==> config.mk <==
export PLATFORM = sky130hd
export DESIGN_NAME = load_store_unit
export DESIGN_NICKNAME = d
export VERILOG_FILES = /design/src/rtl/load_store_unit_pkg.sv /design/src/rtl/lsu_align.sv /design/src/rtl/load_store_unit.sv
export SDC_FILE = /design/constraint.sdc
export NUM_CORES = 1
export LEC_CHECK = 0
export ABC_CLOCK_PERIOD_IN_PS = 3350
export CAP_MARGIN = 10
export CELL_PAD_IN_SITES_DETAIL_PLACEMENT = 0
export CELL_PAD_IN_SITES_GLOBAL_PLACEMENT = 1
export CORE_UTILIZATION = 34
export CTS_CLUSTER_SIZE = 8
export DETAILED_ROUTE_END_ITERATION = 8
export PLACE_DENSITY_LB_ADDON = 0.1
export SYNTH_ARGS = -nofsm -noshare
export SYNTH_HDL_FRONTEND = slang
export SYNTH_SLANG_ARGS = --single-unit
==> constraint.sdc <==
create_clock -name clk -period 3.35 [get_ports clk]
set_clock_uncertainty 0.1 [all_clocks]
set_input_delay 0.335 -clock clk [delete_from_list [all_inputs] [get_ports clk]]
set_output_delay 0.335 -clock clk [all_outputs]
set_load 0.02 [all_outputs]
==> src/rtl/load_store_unit_pkg.sv <==
// rtl/load_store_unit_pkg.sv - mem_ctrl codes, LSU state type and size/sign decode helpers
package load_store_unit_pkg;

  localparam logic [3:0] MEM_NONE   = 4'h0;
  localparam logic [3:0] MEM_LOAD1  = 4'h1;
  localparam logic [3:0] MEM_LOAD2  = 4'h2;
  localparam logic [3:0] MEM_LOAD4  = 4'h3;
  localparam logic [3:0] MEM_LOAD1U = 4'h4;
  localparam logic [3:0] MEM_LOAD2U = 4'h5;
  localparam logic [3:0] MEM_STORE1 = 4'h8;
  localparam logic [3:0] MEM_STORE2 = 4'h9;
  localparam logic [3:0] MEM_STORE4 = 4'hA;

  typedef enum logic [1:0] {IDLE, REQ, RDWAIT, RESP} lsu_state_t;
  typedef enum logic [1:0] {SZ_NONE, SZ_BYTE, SZ_HALF, SZ_WORD} lsu_size_t;

  // SZ_NONE doubles as "no bus access": MEM_NONE and every undefined code
  function automatic lsu_size_t mem_size(input logic [3:0] op);
    case (op)
      MEM_LOAD1, MEM_LOAD1U, MEM_STORE1: return SZ_BYTE;
      MEM_LOAD2, MEM_LOAD2U, MEM_STORE2: return SZ_HALF;
      MEM_LOAD4, MEM_STORE4:             return SZ_WORD;
      default:                           return SZ_NONE;
    endcase
  endfunction

  function automatic logic mem_is_store(input logic [3:0] op);
    return (op == MEM_STORE1) || (op == MEM_STORE2) || (op == MEM_STORE4);
  endfunction

  function automatic logic mem_is_signed(input logic [3:0] op);
    return (op == MEM_LOAD1) || (op == MEM_LOAD2);
  endfunction

  function automatic logic mem_misaligned(input lsu_size_t sz, input logic [1:0] off);
    case (sz)
      SZ_HALF: return off[0];
      SZ_WORD: return off != 2'b00;
      default: return 1'b0;
    endcase
  endfunction

endpackage

==> src/rtl/lsu_align.sv <==
// rtl/lsu_align.sv - byte-lane strobes, store-data replication and load extract/extend
module lsu_align
  import load_store_unit_pkg::*;
(
  input  lsu_size_t   size,
  input  logic        sign_ext,
  input  logic [1:0]  offset,
  input  logic [31:0] wdata,
  input  logic [31:0] rword,
  output logic [3:0]  wstrb,
  output logic [31:0] wdata_lanes,
  output logic [31:0] rdata_ext
);

  logic [7:0]  byte_sel;
  logic [15:0] half_sel;

  assign byte_sel = rword[{offset, 3'b000} +: 8];
  assign half_sel = rword[{offset[1], 4'b0000} +: 16];

  always_comb begin
    wstrb       = 4'b0000;
    wdata_lanes = 32'h0;
    rdata_ext   = 32'h0;
    case (size)
      SZ_BYTE: begin
        wstrb       = 4'b0001 << offset;
        wdata_lanes = {4{wdata[7:0]}};
        rdata_ext   = {{24{sign_ext & byte_sel[7]}}, byte_sel};
      end
      SZ_HALF: begin
        wstrb       = 4'b0011 << offset;
        wdata_lanes = {2{wdata[15:0]}};
        rdata_ext   = {{16{sign_ext & half_sel[15]}}, half_sel};
      end
      SZ_WORD: begin
        wstrb       = 4'b1111;
        wdata_lanes = wdata;
        rdata_ext   = rword;
      end
      default: begin
        wstrb = 4'b0000;
      end
    endcase
  end

endmodule

==> src/rtl/load_store_unit.sv <==
// rtl/load_store_unit.sv - load/store FSM with word-aligned bus transaction and timeout
module load_store_unit
  import load_store_unit_pkg::*;
#(
  parameter int unsigned TIMEOUT = 255
) (
  input  logic        clk,
  input  logic        rst,
  input  logic        req_valid,
  output logic        req_ready,
  input  logic [3:0]  mem_ctrl,
  input  logic [31:0] addr,
  input  logic [31:0] wdata,
  output logic        resp_valid,
  output logic [31:0] rdata,
  output logic        misalign,
  output logic        bus_err,
  output logic        bus_req,
  output logic        bus_we,
  output logic [31:0] bus_addr,
  output logic [3:0]  bus_wstrb,
  output logic [31:0] bus_wdata,
  input  logic        bus_gnt,
  input  logic        bus_rvalid,
  input  logic [31:0] bus_rdata
);

  localparam int unsigned CW = (TIMEOUT > 1) ? $clog2(TIMEOUT) : 1;

  lsu_state_t  state;
  logic [3:0]  op_q;
  logic [1:0]  off_q;
  logic [31:0] wdata_q;
  logic [31:0] rword_q;
  logic        word_ok;
  logic        req_q;
  logic [CW-1:0] tcnt;
  logic        timed_out;
  lsu_size_t   in_size;
  logic [3:0]  al_wstrb;
  logic [31:0] al_wdata;
  logic [31:0] al_rdata;

  assign in_size   = mem_size(mem_ctrl);
  assign timed_out = (TIMEOUT != 0) && (tcnt == CW'(TIMEOUT - 1));

  lsu_align u_align (
    .size        (mem_size(op_q)),
    .sign_ext    (mem_is_signed(op_q)),
    .offset      (off_q),
    .wdata       (wdata_q),
    .rword       (rword_q),
    .wstrb       (al_wstrb),
    .wdata_lanes (al_wdata),
    .rdata_ext   (al_rdata)
  );

  // bus_req drops in the same cycle reset is raised, not one edge later
  assign bus_req   = req_q & ~rst;
  assign bus_wstrb = bus_we ? al_wstrb : 4'b0000;
  assign bus_wdata = bus_we ? al_wdata : 32'h0;

  always_ff @(posedge clk) begin
    if (rst) begin
      state      <= IDLE;
      req_ready  <= 1'b1;
      resp_valid <= 1'b0;
      misalign   <= 1'b0;
      bus_err    <= 1'b0;
      req_q      <= 1'b0;
      bus_we     <= 1'b0;
      bus_addr   <= 32'h0;
      rdata      <= 32'h0;
      op_q       <= MEM_NONE;
      off_q      <= 2'b00;
      wdata_q    <= 32'h0;
      rword_q    <= 32'h0;
      word_ok    <= 1'b0;
      tcnt       <= '0;
    end else begin
      case (state)
        IDLE: begin
          if (req_valid && req_ready) begin
            op_q      <= mem_ctrl;
            off_q     <= addr[1:0];
            wdata_q   <= wdata;
            bus_addr  <= {addr[31:2], 2'b00};
            rdata     <= 32'h0;
            word_ok   <= 1'b0;
            tcnt      <= '0;
            req_ready <= 1'b0;
            if (in_size == SZ_NONE) begin
              state      <= RESP;
              resp_valid <= 1'b1;
            end else if (mem_misaligned(in_size, addr[1:0])) begin
              state      <= RESP;
              resp_valid <= 1'b1;
              misalign   <= 1'b1;
            end else begin
              state  <= REQ;
              req_q  <= 1'b1;
              bus_we <= mem_is_store(mem_ctrl);
            end
          end
        end
        REQ: begin
          if (bus_gnt) begin
            req_q <= 1'b0;
            if (bus_we) begin
              state      <= RESP;
              resp_valid <= 1'b1;
            end else begin
              state <= RDWAIT;
              tcnt  <= tcnt + CW'(1);
              if (bus_rvalid) begin
                rword_q <= bus_rdata;
                word_ok <= 1'b1;
              end
            end
          end else if (timed_out) begin
            req_q      <= 1'b0;
            state      <= RESP;
            resp_valid <= 1'b1;
            bus_err    <= 1'b1;
          end else begin
            tcnt <= tcnt + CW'(1);
          end
        end
        RDWAIT: begin
          // the captured word is extended one cycle after capture
          if (word_ok) begin
            state      <= RESP;
            resp_valid <= 1'b1;
            rdata      <= al_rdata;
          end else if (bus_rvalid) begin
            rword_q <= bus_rdata;
            word_ok <= 1'b1;
          end else if (timed_out) begin
            state      <= RESP;
            resp_valid <= 1'b1;
            bus_err    <= 1'b1;
          end else begin
            tcnt <= tcnt + CW'(1);
          end
        end
        RESP: begin
          state      <= IDLE;
          resp_valid <= 1'b0;
          misalign   <= 1'b0;
          bus_err    <= 1'b0;
          req_ready  <= 1'b1;
        end
        default: begin
          state     <= IDLE;
          req_ready <= 1'b1;
        end
      endcase
    end
  end

endmodule
==> results of run 1 <==
## stage by stage
stage | hold WS [ps] | util, % | cells | worst slack (ps) | total power (uW)
after detailed placement | 347 | 46.6 | 1279 | 642 | 4260
after CTS | 327 | 49.5 | 1311 | 186 | 6140
after global placement | 341 | 46.6 | 1279 | 678 | 4260
final | 346 | 49.6 | 1312 | 290 | 6090
after global routing | 350 | 49.6 | 1311 | 99.7 | 6450
after floorplan | 336 | - | 849 | 944 | 3540
## critical path, cell delays in order (launching register included)
cell,delay [ps]
dfxtp_1,360
inv_1,80
ha_1,200
nand2b_1,390
nor2_1,200
buf_4,180
a22o_1,150
clkdlybuf4s50_1,640
## layout by cell type (no fill, tap or decap), types with 8 or more instances in the layout
master | netlist | routed
nand3_1 | 10 | 9
inv_1 | 21 | 21
and2_1 | 10 | 10
a221o_2 | 10 | 10
a31oi_1 | 8 | 8
a22oi_1 | 10 | 10
nand3b_1 | 8 | 8
buf_4 | 3 | 22
a22o_1 | 8 | 8
dfxtp_1 | 151 | 151
nor2_1 | 23 | 23
a221oi_1 | 8 | 8
ha_1 | 16 | 16
nand2_1 | 237 | 237
clkbuf_16 | 0 | 17
o21ai_0 | 19 | 19
a21oi_1 | 136 | 135
clkdlybuf4s50_1 | 0 | 207
## final cells by class
type / count / area [sq um] / share of cell area, %
Multi-Input combinational cell: 613 / 3500 / 35.9
Inverter: 21 / 78.8 / 0.809
Clock inverter: 14 / 141 / 1.45
Timing Repair Buffer: 229 / 2240 / 23.0
Clock buffer: 18 / 429 / 4.41
Sequential cell: 151 / 3020 / 31.0
Tap cell: 265 / 332 / 3.40
Antenna cell: 1 / 2.50 / 0.0257
## flip-flops by register name, summed over array words and instances, names as in the netlist, 2 cells and up
signal and flops:
op_q 4, u_align.size 2, rword_q 32, tcnt 8, bus_addr 30, rdata 32, off_q 2, state 2
wdata_q 32
## logic make-up (layout without fill, tap and decap cells)
group / count (synthesis) / count (layout) / synth area share, %
xor gates and xnor gates: 8 / 8 / 1.02
adders and majority gates: 16 / 16 / 2.92
buffers and inverters: 85 / 282 / 5.20
and+or+nand+nor: 328 / 328 / 20.6
other: 1 / 3 / 0.0546
muxes: 14 / 14 / 3.34
DFF: 151 / 151 / 44.0
AOI/OAI and AO/OA: 245 / 245 / 22.8
## worst paths after layout
check             depth (start not counted)  slack (ps)                         to
hold / removal                            3         350  bus_addr[19]$_SDFFE_PP0P_
hold reg to reg                           2         350  bus_addr[19]$_SDFFE_PP0P_
setup reg to reg                          7         730     rdata[25]$_SDFFE_PP0P_
setup / recovery                          7         290              bus_wdata[16]
## what timing repair did
item / 4_1_cts / 5_1_grt
gates resized for setup: 0 / 1
hold buffers: 0 / 0
endpoints found under the setup margin: 0 / 8
## power groups by stage
stage / Sequential (uW) / Clock [uW] / Combinational [uW]
2_1_floorplan: 2370 / 0 / 1170
3_3_place_gp: 2390 / 0 / 1880
3_5_place_dp: 2390 / 0 / 1870
4_1_cts: 2360 / 1910 / 1880
5_1_grt: 2390 / 1980 / 2070
6_report: 2350 / 1870 / 1870
## routing by layer
layer | part of all wire (%) | up-vias | GRT usage [%]
met1 | 43 | 3124 | 26.6
met4 | 1.5 | 0 | 6.94
met3 | 7.0 | 19 | 6.56
li1 | - | 3329 | -
met5 | 0 | - | 0
met2 | 49 | 230 | 35.9
==> results.yml, run 1 <==
outcome:
  status: "complete, no violations"
synth:
  async_flop_share_pct: 0
  syn-cell-area_sq_um: 6860
  synthCells: 848
  ys.flop_type: "dfxtp_1"
  synth_top_cell_area_share_pct: 44.0
  synth-seq-area-share_pct: 44.0
  yosys.area.top_type: "dfxtp_1"
  ys_seq_elements: 151
  synth.avg_cell_area_sq_um: 8.09
  synth_common_cells: "nand2_1, dfxtp_1, a21oi_1, clkbuf_1, nor2_1"
  yosysMostFrequentCell: "nand2_1"
  synth_cell_types: 61
  synth_edf_count: 0
  ys_top_cells_by_area: "dfxtp_1, nand2_1, a21oi_1, ha_1, clkbuf_1"
  yosys_warnings: 0
floorplan:
  die_y_microns: 144
  pin_count: 211
  core_area_sq_um: 19700
  die_w_microns: 144
  die_area_sq_um: 20800
  start_util_pct: 34.9
  fp-row-count: 51
timing:
  finalHoldViolations: 0
  slew_headroom_pct: 52.9
  grt_setup_unrepaired: "false"
  maxSlewViolCount: 0
  max_slew.worst_pin.slew_ps: 703
  setup_viol: 0
  fmax_mhz: 327
  min_period_over_period_pct: 91.3
  tns_ps: 0
  period_needed_ps: 3060
layout:
  final_area_sq_um: 9740
  areaGrowthSynthToFinish_pct: 41.9
  n_fill_cell: 1979
  nets: 1154
  final_layout_size_suffix_gt1_share_pct: 7.74
cts:
  numClockSinks: 151
  post_cts_buffers: 0
  cts-root-buf: "clkbuf_16"
  htreeDepth: 4
  clk_latency_ps: 430
  cts_buffers: 17
  path_clk_slew_ps: 70
  cts_buffer_depth: 2
  cts_tree: "built"
global_routing:
  grt.overflow.total: 0
  grt_pass1_vias: 6231
  grt_max_degree: 49
  track_usage_pct: 21.6
  grt_pass1_wl_microns: 34300
  antenna_found_initial: 0
min_path:
  worstHoldStart: "addr[19]"
  min_path_type: "input port to register"
detailed_routing:
  vias: 6702
  drt_iter0_drc: 387
  via_per_inst: 5.11
  finalWirelength_microns: 22100
  drtPass1Iterations: 6
  drc: 0
  routedWlPerCell_microns: 16.8
  final_antenna_net_count: 0
pwr:
  switching_power_uw: 2240
  power_leakage_uw: 0.00336
  p_per_area_nw_per_um2: 625
  max-vdd-ir-drop_mv: 0.345
  p_sw_share_pct: 36.7
  pwr-share-comb_pct: 30.7
  p_int_uw: 3850
  clkPwrFrac_pct: 30.7
  seqPwrFrac_pct: 38.7
place:
  place_congestion: 0.848
  dpl.hpwl_microns: 15900
  port_buffers: 208
  placed_area_sq_um: 9170
critical_path:
  reg2reg_from: "state[0]$_SDFFE_PP0P_"
  crit_arrival_ps: 2630
  end_kind: "output port"
  critPathLaunch: "u_align.size[0]$_DFF_P_"
  crit_type: "register to output port"
  cp.required_ps: 2910
  path_max_fanout: 14
  startpoint_type: "register"
run:
  maxCapViolCount: 0
(Power assumes the default switching activity.)
==> run 2: changes to the inputs <==
--- a/config.mk
+++ b/config.mk
@@ -9,6 +9,7 @@
 export CAP_MARGIN = 10
 export CELL_PAD_IN_SITES_DETAIL_PLACEMENT = 0
 export CELL_PAD_IN_SITES_GLOBAL_PLACEMENT = 1
+export CORE_ASPECT_RATIO = 0.7
 export CORE_UTILIZATION = 34
 export CTS_CLUSTER_SIZE = 8
 export DETAILED_ROUTE_END_ITERATION = 8
==> results.yml, run 2 (synthesized netlist as in run 1, its figures left out) <==
outcome:
  status: "complete, no violations"
critical_path:
  path_buf_inv: 2
  path_delay_family: "buffers and inverters"
  path_cells: "inv_1 -> ha_1 -> nor2_1 -> nor2_1 -> a22o_1 -> clkdlybuf4s50_1"
  end_kind: "output port"
  startpoint_type: "register"
  crit_type: "register to output port"
  path_max_fanout: 14
  crit_top_cell: "nor2_1"
  slowest_delay_ps: 610
  crit_slowest_cell: "clkdlybuf4s50_1"
  crit_arrival_ps: 2710
  cp.required_ps: 2910
timing:
  grt_setup_unrepaired: "false"
  slew_headroom_pct: 52.9
  period_needed_ps: 3140
  fmax_mhz: 318
  max_slew.worst_pin.slew_ps: 703
  fin_ws_ps: 208
  min_period_over_period_pct: 93.8
  finalHoldViolations: 0
  setup_viol: 0
  tns_ps: 0
  maxSlewViolCount: 0
layout:
  fin_cells: 1312
  layout_common_cells: "nand2_1, clkdlybuf4s50_1, dfxtp_1"
  n_antenna_cell: 0
  nets: 1150
  regArea_sq_um: 3020
  areaGrowthSynthToFinish_pct: 41.6
  n_fill_cell: 1977
  final_common_cell: "nand2_1"
  utilization_pct: 49.1
  final_area_sq_um: 9720
  final_layout_size_suffix_gt1_share_pct: 7.39
  top_regs: "rdata: 32 flops, rword_q: 32 flops, wdata_q: 32 flops"
  multi_input_area_sq_um: 3490
place:
  post-place-cells: 1280
  placed_area_sq_um: 9140
  place_congestion: 0.832
  port_buffers: 208
  dpl.hpwl_microns: 16100
  dp_slack_ps: 426
detailed_routing:
  via_per_inst: 5.08
  routedWlPerCell_microns: 17.2
  drtPass1Iterations: 7
  drt_iter0_drc: 599
  finalWirelength_microns: 22600
  drc: 0
  vias: 6671
  final_antenna_net_count: 0
cts:
  cts_tree: "built"
  cts_buffers: 17
  cts-root-buf: "clkbuf_16"
  post_cts_buffers: 0
  numClockSinks: 151
  cts-hold-fix-buffers: 0
  cts_buffer_depth: 2
  clk_latency_ps: 430
  path_clk_slew_ps: 60
  ctsResizeCount: 0
  htreeDepth: 4
min_path:
  min_path_type: "input port to register"
pwr:
  p_per_area_nw_per_um2: 631
  max-vdd-ir-drop_mv: 0.371
  power_leakage_uw: 0.00334
global_routing:
  track_usage_pct: 22.0
  grt_pass1_vias: 6118
  grt.overflow.total: 0
  antenna_found_initial: 0
  grt_max_degree: 53
  grt_pass1_wl_microns: 34800
floorplan:
  core_area_sq_um: 19800
  die_w_microns: 172
  die_area_sq_um: 20800
  fp-row-count: 43
  die_y_microns: 121
  start_util_pct: 34.7
  pin_count: 211
run:
  maxCapViolCount: 0
==> run 2: changes by cell type in the layout (fill, tap and decap cells not counted) <==
cell	delta
a21oi_1	+1
buf_4	-4
clkinvlp_4	+1
clkinv_4	-1
clkbuf_1	-1
a21oi_2	-1
diode_2	-1
clkbuf_8	+1
==> run 2: worst register-to-register path: cells and delay by family (launching register included) <==
kind	cells	cell delay, ps
AO/OA/AOI/OAI	3	1030
AND/OR/NAND/NOR	2	890
flip-flops	1	390
adder cells (fa/ha/maj)	1	310
buffers and inverters	1	110
==> run 2: path summary, 6_finish.rpt <==
path,startpoint,end,slack [ps],cells past startpoint
setup / recovery,u_align.size[0]$_DFF_P_,bus_wdata[21],210,6
hold / removal,rst,rdata[6]$_SDFFE_PP0P_,170,2
setup reg to reg,state[1]$_SDFFE_PP0P_,rdata[21]$_SDFFE_PP0P_,470,7
hold reg to reg,bus_addr[31]$_SDFFE_PP0P_,bus_addr[31]$_SDFFE_PP0P_,350,2
==> run 2: routing by layer <==
layer  routed length [microns]  global-route usage, %  vias up
li1                          -                      -     3309
met1                     11100                   32.6     3118
met2                      9090                   30.1      233
met3                      2310                   7.83       11
met4                       144                   4.48        0
met5                         0                      0        -
==> run 2: cell type report <==
cell class | instances | area share, %
clock buffers | 18 | 4.52
clock inverters | 14 | 1.44
well taps | 270 | 3.48
multi-input cells | 613 | 36.0
inverters | 21 | 0.811
flip-flops and latches | 151 | 31.1
repair buffers | 225 | 22.7
==> run 2: report_power, final <==
part | total [uW] | switching [uW] | internal (uW)
sequential | 2360 | 284 | 2080
combinational | 1870 | 1140 | 731
clock | 1910 | 844 | 1060
total | 6140 | 2270 | 3870
==> run 2: stage by stage <==
stage,total power [uW],hold slack [ps]
floorplan,3540,336
global placement,4280,342
detailed placement,4260,347
CTS,6180,160
global route,6500,191
finish,6140,169
